$ cat src/rtl/seq_hit_monitor.sv
// seq_hit_monitor
//
// Consumes the one-bit detect output of an overlapping "1010" detector, counts
// detections over fixed windows of WIN_LEN cycles and reports each window's
// count. A sticky alarm is raised whenever a completed window reaches THRESH,
// and a saturating lifetime total of counted hits is kept. All outputs are
// registered.
//
// Ports
//   clk          system clock, rising edge
//   rst          synchronous active-high reset, overrides everything
//   en           monitor enable (level); dropping it aborts the current window
//   clr          one-cycle pulse, clears alarm and total_count
//   hit_in       detector output, one hit per high cycle
//   win_count    count of the last completed window (saturated)
//   win_done     one-cycle pulse, win_count was just updated
//   alarm        sticky, set when a completed window count >= THRESH
//   total_count  saturating count of all hits seen while counting
//   busy         high while a window is being counted

module seq_hit_monitor #(
    parameter int CNT_W   = 8,
    parameter int WIN_LEN = 16,
    parameter int THRESH  = 3
) (
    input  logic             clk,
    input  logic             rst,
    input  logic             en,
    input  logic             clr,
    input  logic             hit_in,
    output logic [CNT_W-1:0] win_count,
    output logic             win_done,
    output logic             alarm,
    output logic [CNT_W-1:0] total_count,
    output logic             busy
);

    localparam int               CYC_W    = $clog2(WIN_LEN);
    localparam logic [CYC_W-1:0] LAST_CYC = CYC_W'(WIN_LEN - 1);
    localparam logic [CNT_W-1:0] CNT_MAX  = '1;
    localparam logic [CNT_W-1:0] THRESH_V = CNT_W'(THRESH);

    typedef enum logic {
        IDLE  = 1'b0,
        COUNT = 1'b1
    } state_t;

    state_t           state, state_nxt;
    logic [CYC_W-1:0] cyc, cyc_nxt;
    logic [CNT_W-1:0] acc, acc_nxt;
    logic [CNT_W-1:0] win_count_nxt;
    logic [CNT_W-1:0] total_nxt;
    logic             win_done_nxt;
    logic             alarm_nxt;

    // Accumulator plus this cycle's hit, clamped so it never wraps.
    logic [CNT_W-1:0] acc_sum;
    // A hit only counts when the window is live and not being aborted.
    logic             counted;

    always_comb begin
        // NOTE: every signal gets a default before any branch so no path
        // leaves it unassigned; otherwise synthesis infers a latch.
        counted       = (state == COUNT) && en;
        acc_sum       = (hit_in && (acc != CNT_MAX)) ? acc + CNT_W'(1) : acc;
        state_nxt     = state;
        cyc_nxt       = cyc;
        acc_nxt       = acc;
        win_count_nxt = win_count;
        win_done_nxt  = 1'b0;
        // clr clears first; a window end or counted hit below may override.
        alarm_nxt     = alarm & ~clr;
        total_nxt     = clr ? '0 : total_count;

        case (state)
            IDLE: begin
                if (en) begin
                    state_nxt = COUNT;
                    cyc_nxt   = '0;
                    acc_nxt   = '0;
                end
            end
            COUNT: begin
                if (!en) begin
                    // Abort: partial window is dropped, reports untouched.
                    state_nxt = IDLE;
                end else if (cyc == LAST_CYC) begin
                    // Window end: report and restart with no gap cycle.
                    win_count_nxt = acc_sum;
                    win_done_nxt  = 1'b1;
                    if (acc_sum >= THRESH_V) begin
                        alarm_nxt = 1'b1;
                    end
                    cyc_nxt = '0;
                    acc_nxt = '0;
                end else begin
                    acc_nxt = acc_sum;
                    cyc_nxt = cyc + CYC_W'(1);
                end
            end
            default: begin
                state_nxt = IDLE;
            end
        endcase

        // After clr, so a coinciding counted hit lands on a cleared total.
        if (counted && hit_in && (total_nxt != CNT_MAX)) begin
            total_nxt = total_nxt + CNT_W'(1);
        end
    end

    always_ff @(posedge clk) begin
        // NOTE: sequential state uses non-blocking assignments so every
        // register samples the pre-edge values regardless of statement order.
        if (rst) begin
            state       <= IDLE;
            cyc         <= '0;
            acc         <= '0;
            win_count   <= '0;
            win_done    <= 1'b0;
            alarm       <= 1'b0;
            total_count <= '0;
            busy        <= 1'b0;
        end else begin
            state       <= state_nxt;
            cyc         <= cyc_nxt;
            acc         <= acc_nxt;
            win_count   <= win_count_nxt;
            win_done    <= win_done_nxt;
            alarm       <= alarm_nxt;
            total_count <= total_nxt;
            busy        <= (state_nxt == COUNT);
        end
    end

endmodule

$ cat config.mk
export PLATFORM = sky130hd
export DESIGN_NAME = seq_hit_monitor
export DESIGN_NICKNAME = d
export VERILOG_FILES = /design/src/rtl/seq_hit_monitor.sv
export SDC_FILE = /design/constraint.sdc
export NUM_CORES = 1
export LEC_CHECK = 0
export CAP_MARGIN = 20
export CORE_AREA = 2 2 66 52
export CTS_BUF_LIST = sky130_fd_sc_hd__clkbuf_4
export DETAILED_ROUTE_END_ITERATION = 8
export DIE_AREA = 0 0 68 54
export GPL_ROUTABILITY_DRIVEN = 1
export MAX_ROUTING_LAYER = met4
export PLACE_DENSITY_LB_ADDON = 0.2
export SLEW_MARGIN = 25
export SYNTH_ARGS = -nofsm -noshare
export SYNTH_HDL_FRONTEND = slang
export SYNTH_SLANG_ARGS = --single-unit
$ cat constraint.sdc
create_clock -name clk -period 2 [get_ports clk]
set_clock_uncertainty 0.05 [all_clocks]
set_input_delay 0.5 -clock clk [delete_from_list [all_inputs] [get_ports clk]]
set_output_delay 0.5 -clock clk [all_outputs]
set_load 0.01 [all_outputs]
==> metrics.md <==
| Metric | Value |
|---|---|
| Status | `finished clean` |
| Initial antenna violation count | `0` |
| Root Buffer | `clkbuf_4` |
| Hpwl dp | `about 3000 microns` |
| Post-synth EDFFs | `0` |
| # rows | `18` |
| R2R Path End | `alarm$_SDFF_PP0_` |
| Vias in the first global route | `1410` |
| Post-Syn Area | `roughly 1600 sq um` |
| Cell Pwr Density | `between 500 and 600 nW/um^2` |
| Worst-path maximum fanout | `8` |
| RSZ-0062 raised after global routing | `no` |
| H-tree depth | `2` |
| Synthesized Nets | `~200` |
| Combinational share of power | `roughly 7.2%` |
| Core Box Area | `a little over 3000 sq um` |
| Min-Delay Path Class | `reg2reg` |
| Sequential-to-total area share from yosys stat | `about two fifths` |
| 1st-iter DRT viols | `99` |
| Diode count | `0` |
| Synth warn | `0` |
| Worst-Margin Slew | `approximately 370 ps` |
| Die H | `54 microns` |
| Crit. End Element | `flop` |
| Placement Setup Slack | `-430 ps` |
| Grt ovf | `0` |
| Internal | `about 0.0008 W` |
| Async SR Flop Fraction | `0%` |
| Final period utilization | `approximately 95%` |
| VDD IR-drop max | `~450 uV` |
| Layout cells sized above 1 | `16.7%` |
| Most frequent cells in the layout | `dfxtp_1 (31), buf_4 (23), clkdlybuf4s50_1 (22), a21oi_1 (21), nand2_1 (16)` |
| Pins Over Slew Limit | `0` |
| Post-CTS setup buffers | `0` |
| Seq cells post-synth | `31` |
| Startpoint Class | `primary input` |
| Crit path to | `total_count[5]$_SDFF_PP0_` |
| Reg2reg setup slack | `180 ps` |
| All-layer global routing usage | `~25%` |
| Worst Reg-to-Reg Cells | `5` |
| IO Pins | `24` |
| Global-route wire length before repair | `roughly 6600 microns` |
| Hold path start | `win_count[3]$_SDFFE_PP0P_` |
| Remaining DRCs | `0` |
| Pre-antenna DRT Iters | `5` |
| Syn Inst Count | `approximately 190` |
| Switching Share | `23.9%` |
| Max clock buf depth | `2` |
| Initial cell density of the core | `about half` |
| Post-Route WL | `~4000 microns` |
| Main synth FF type | `dfxtp_1` |
| Leak | `around 0.7 nW` |
| Finish-stage setup viols | `0` |
| WP data arrival | `between 2000 and 2500 ps` |
| CTS Buf Count | `5` |
| Final setup margin | `about 100 ps` |
| Fin nets | `240` |
| WL/cell | `14.9 microns` |
| Crit path from | `hit_in` |
| Placer Congestion | `0.910` |
| Period minus WS final | `between 1500 and 2000 ps` |
| Relative slew slack | `roughly three quarters` |
| Area grow syn2layout | `28.2%` |
| IO Port Bufs | `23` |
| Die footprint | `3670 sq um` |
| Clk pwr share | `between 30% and 40%` |
| Final core area utilization | `between 60% and 70%` |
| DRT antenna net count | `0` |
| Fmax | `~0.53 GHz` |
| Count of cell types in the netlist | `52` |
| Largest net degree at the start of global routing | `17` |
| CTS Sinks | `31` |
| Required time of the critical path | `between 2000 and 2500 ps` |
| Die width | `68 microns` |
| Mapped Avg Cell Area | `8.52 sq um` |
| Clk Latency, worst-skew pair | `320 ps` |
| Vias | `roughly 1600` |
| Clock transition at path regs | `roughly 100 ps` |
| Crit path kind | `in2reg` |
| TritonCTS clock tree | `built` |
| Vias/cell | `a little under 6` |
| R2r startpoint | `acc[0]$_SDFFE_PP0P_` |
| Leading cell type in the layout, fill and taps excluded | `dfxtp_1` |
| Sequential share of power | `between 50% and 60%` |
| Fin. Hold Viols | `0` |
| Switch Pwr | `between 0.0002 and 0.0003 W` |
| Max-cap viol count | `0` |
## critical path, stage by stage
cell and delay (ps):
clkdlybuf4s50_1 600, and3_4 260, o31ai_4 110, or4_1 480, a21oi_1 150
## synthesized netlist by cell type, types with 3 or more instances
cell type,instances,share of area (%)
dfxtp_1,31,39
a21oi_1,21,6.5
nand2_1,16,3.7
nand3_1,14,4.4
nor2_1,13,3.0
o21ai_0,6,1.9
clkbuf_1,5,1.2
nand2b_1,5,1.9
or3_1,4,1.6
a21o_1,3,1.4
a41oi_1,3,1.6
ha_1,3,2.3
nand3b_1,3,1.4
nand4b_1,3,1.6
nor2b_1,3,1.2
o21a_1,3,1.4
xnor2_1,3,1.6
## repair_timing
item,in CTS,in global routing
endpoints found under the setup margin,6,1
gates resized for setup,1,0
hold buffers,0,0
gates cloned,0,0
pin swaps,1,1
hold endpoints to repair,0,0
## state kept, by name, summed over array words and instances, names as in the netlist
register,count
state,1
win_done,1
acc,8
cyc,4
alarm,1
total_count,8
win_count,8
## layout make-up
| cell class | instances | area [sq um] |
|---|---|---|
| Clock inverter | 1 | 5.00 |
| Fill cell | 264 | 1040 |
| Multi-Input combinational cell | 145 | 923 |
| Tap cell | 40 | 50.0 |
| Inverter | 3 | 11.3 |
| Sequential cell | 31 | 621 |
| Timing Repair Buffer | 46 | 402 |
| Clock buffer | 7 | 52.6 |
## worst min path at each step
| stage | end | slack [ps] | cells after the start |
|---|---|---|---|
| after floorplan | cyc[1]$_SDFFE_PP0P_ | 410 | 2 |
| after global placement | win_count[6]$_SDFFE_PP0P_ | 390 | 2 |
| after detailed placement | win_count[3]$_SDFFE_PP0P_ | 400 | 2 |
| after CTS | win_count[3]$_SDFFE_PP0P_ | 420 | 2 |
| after global routing | win_count[3]$_SDFFE_PP0P_ | 430 | 2 |
| final | win_count[3]$_SDFFE_PP0P_ | 420 | 2 |
## kinds of logic after synthesis
kind of cell / after synthesis / synth area share (%)
multiplexers: 3 / 1.94
flip-flops: 31 / 38.5
XOR/XNOR: 3 / 1.63
AO/OA/AOI/OAI: 55 / 23.2
buffers and inverters: 13 / 4.12
adder cells (fa/ha/maj): 3 / 2.33
AND/OR/NAND/NOR: 81 / 28.2
## metrics by stage
| step | instance area, sq um | TNS [ps] | instances | hold slack [ps] | total power, W |
|---|---|---|---|---|---|
| floorplan | 1610 | 0 | 189 | 412 | 0.000678 |
| global placement | 2010 | -2810 | 265 | 391 | 0.000711 |
| detailed placement | 2010 | -3720 | 265 | 403 | 0.000715 |
| CTS | 2060 | 0 | 273 | 419 | 0.00109 |
| global route | 2060 | 0 | 273 | 431 | 0.00113 |
| finish | 2060 | 0 | 273 | 417 | 0.00108 |
## metal layers
layer  track usage (%)  vias up  wire (microns)
li1                  -      795               -
met1              35.9      764            2050
met2              35.4       45            1850
met3              5.44        2             165
met4              6.33        0               3
met5                 -        -               0
## power by group through the flow
| stage | sequential (W) | combinational, W | clock [W] |
|---|---|---|---|
| floorplan | 0.000638 | 0.0000396 | 0 |
| finish | 0.000624 | 0.0000773 | 0.000376 |
| detailed placement | 0.000639 | 0.0000764 | 0 |
| global placement | 0.000638 | 0.0000732 | 0 |
| global route | 0.000626 | 0.0000823 | 0.000423 |
| CTS | 0.000624 | 0.0000759 | 0.000390 |
Power figures use the tool's default switching activity.
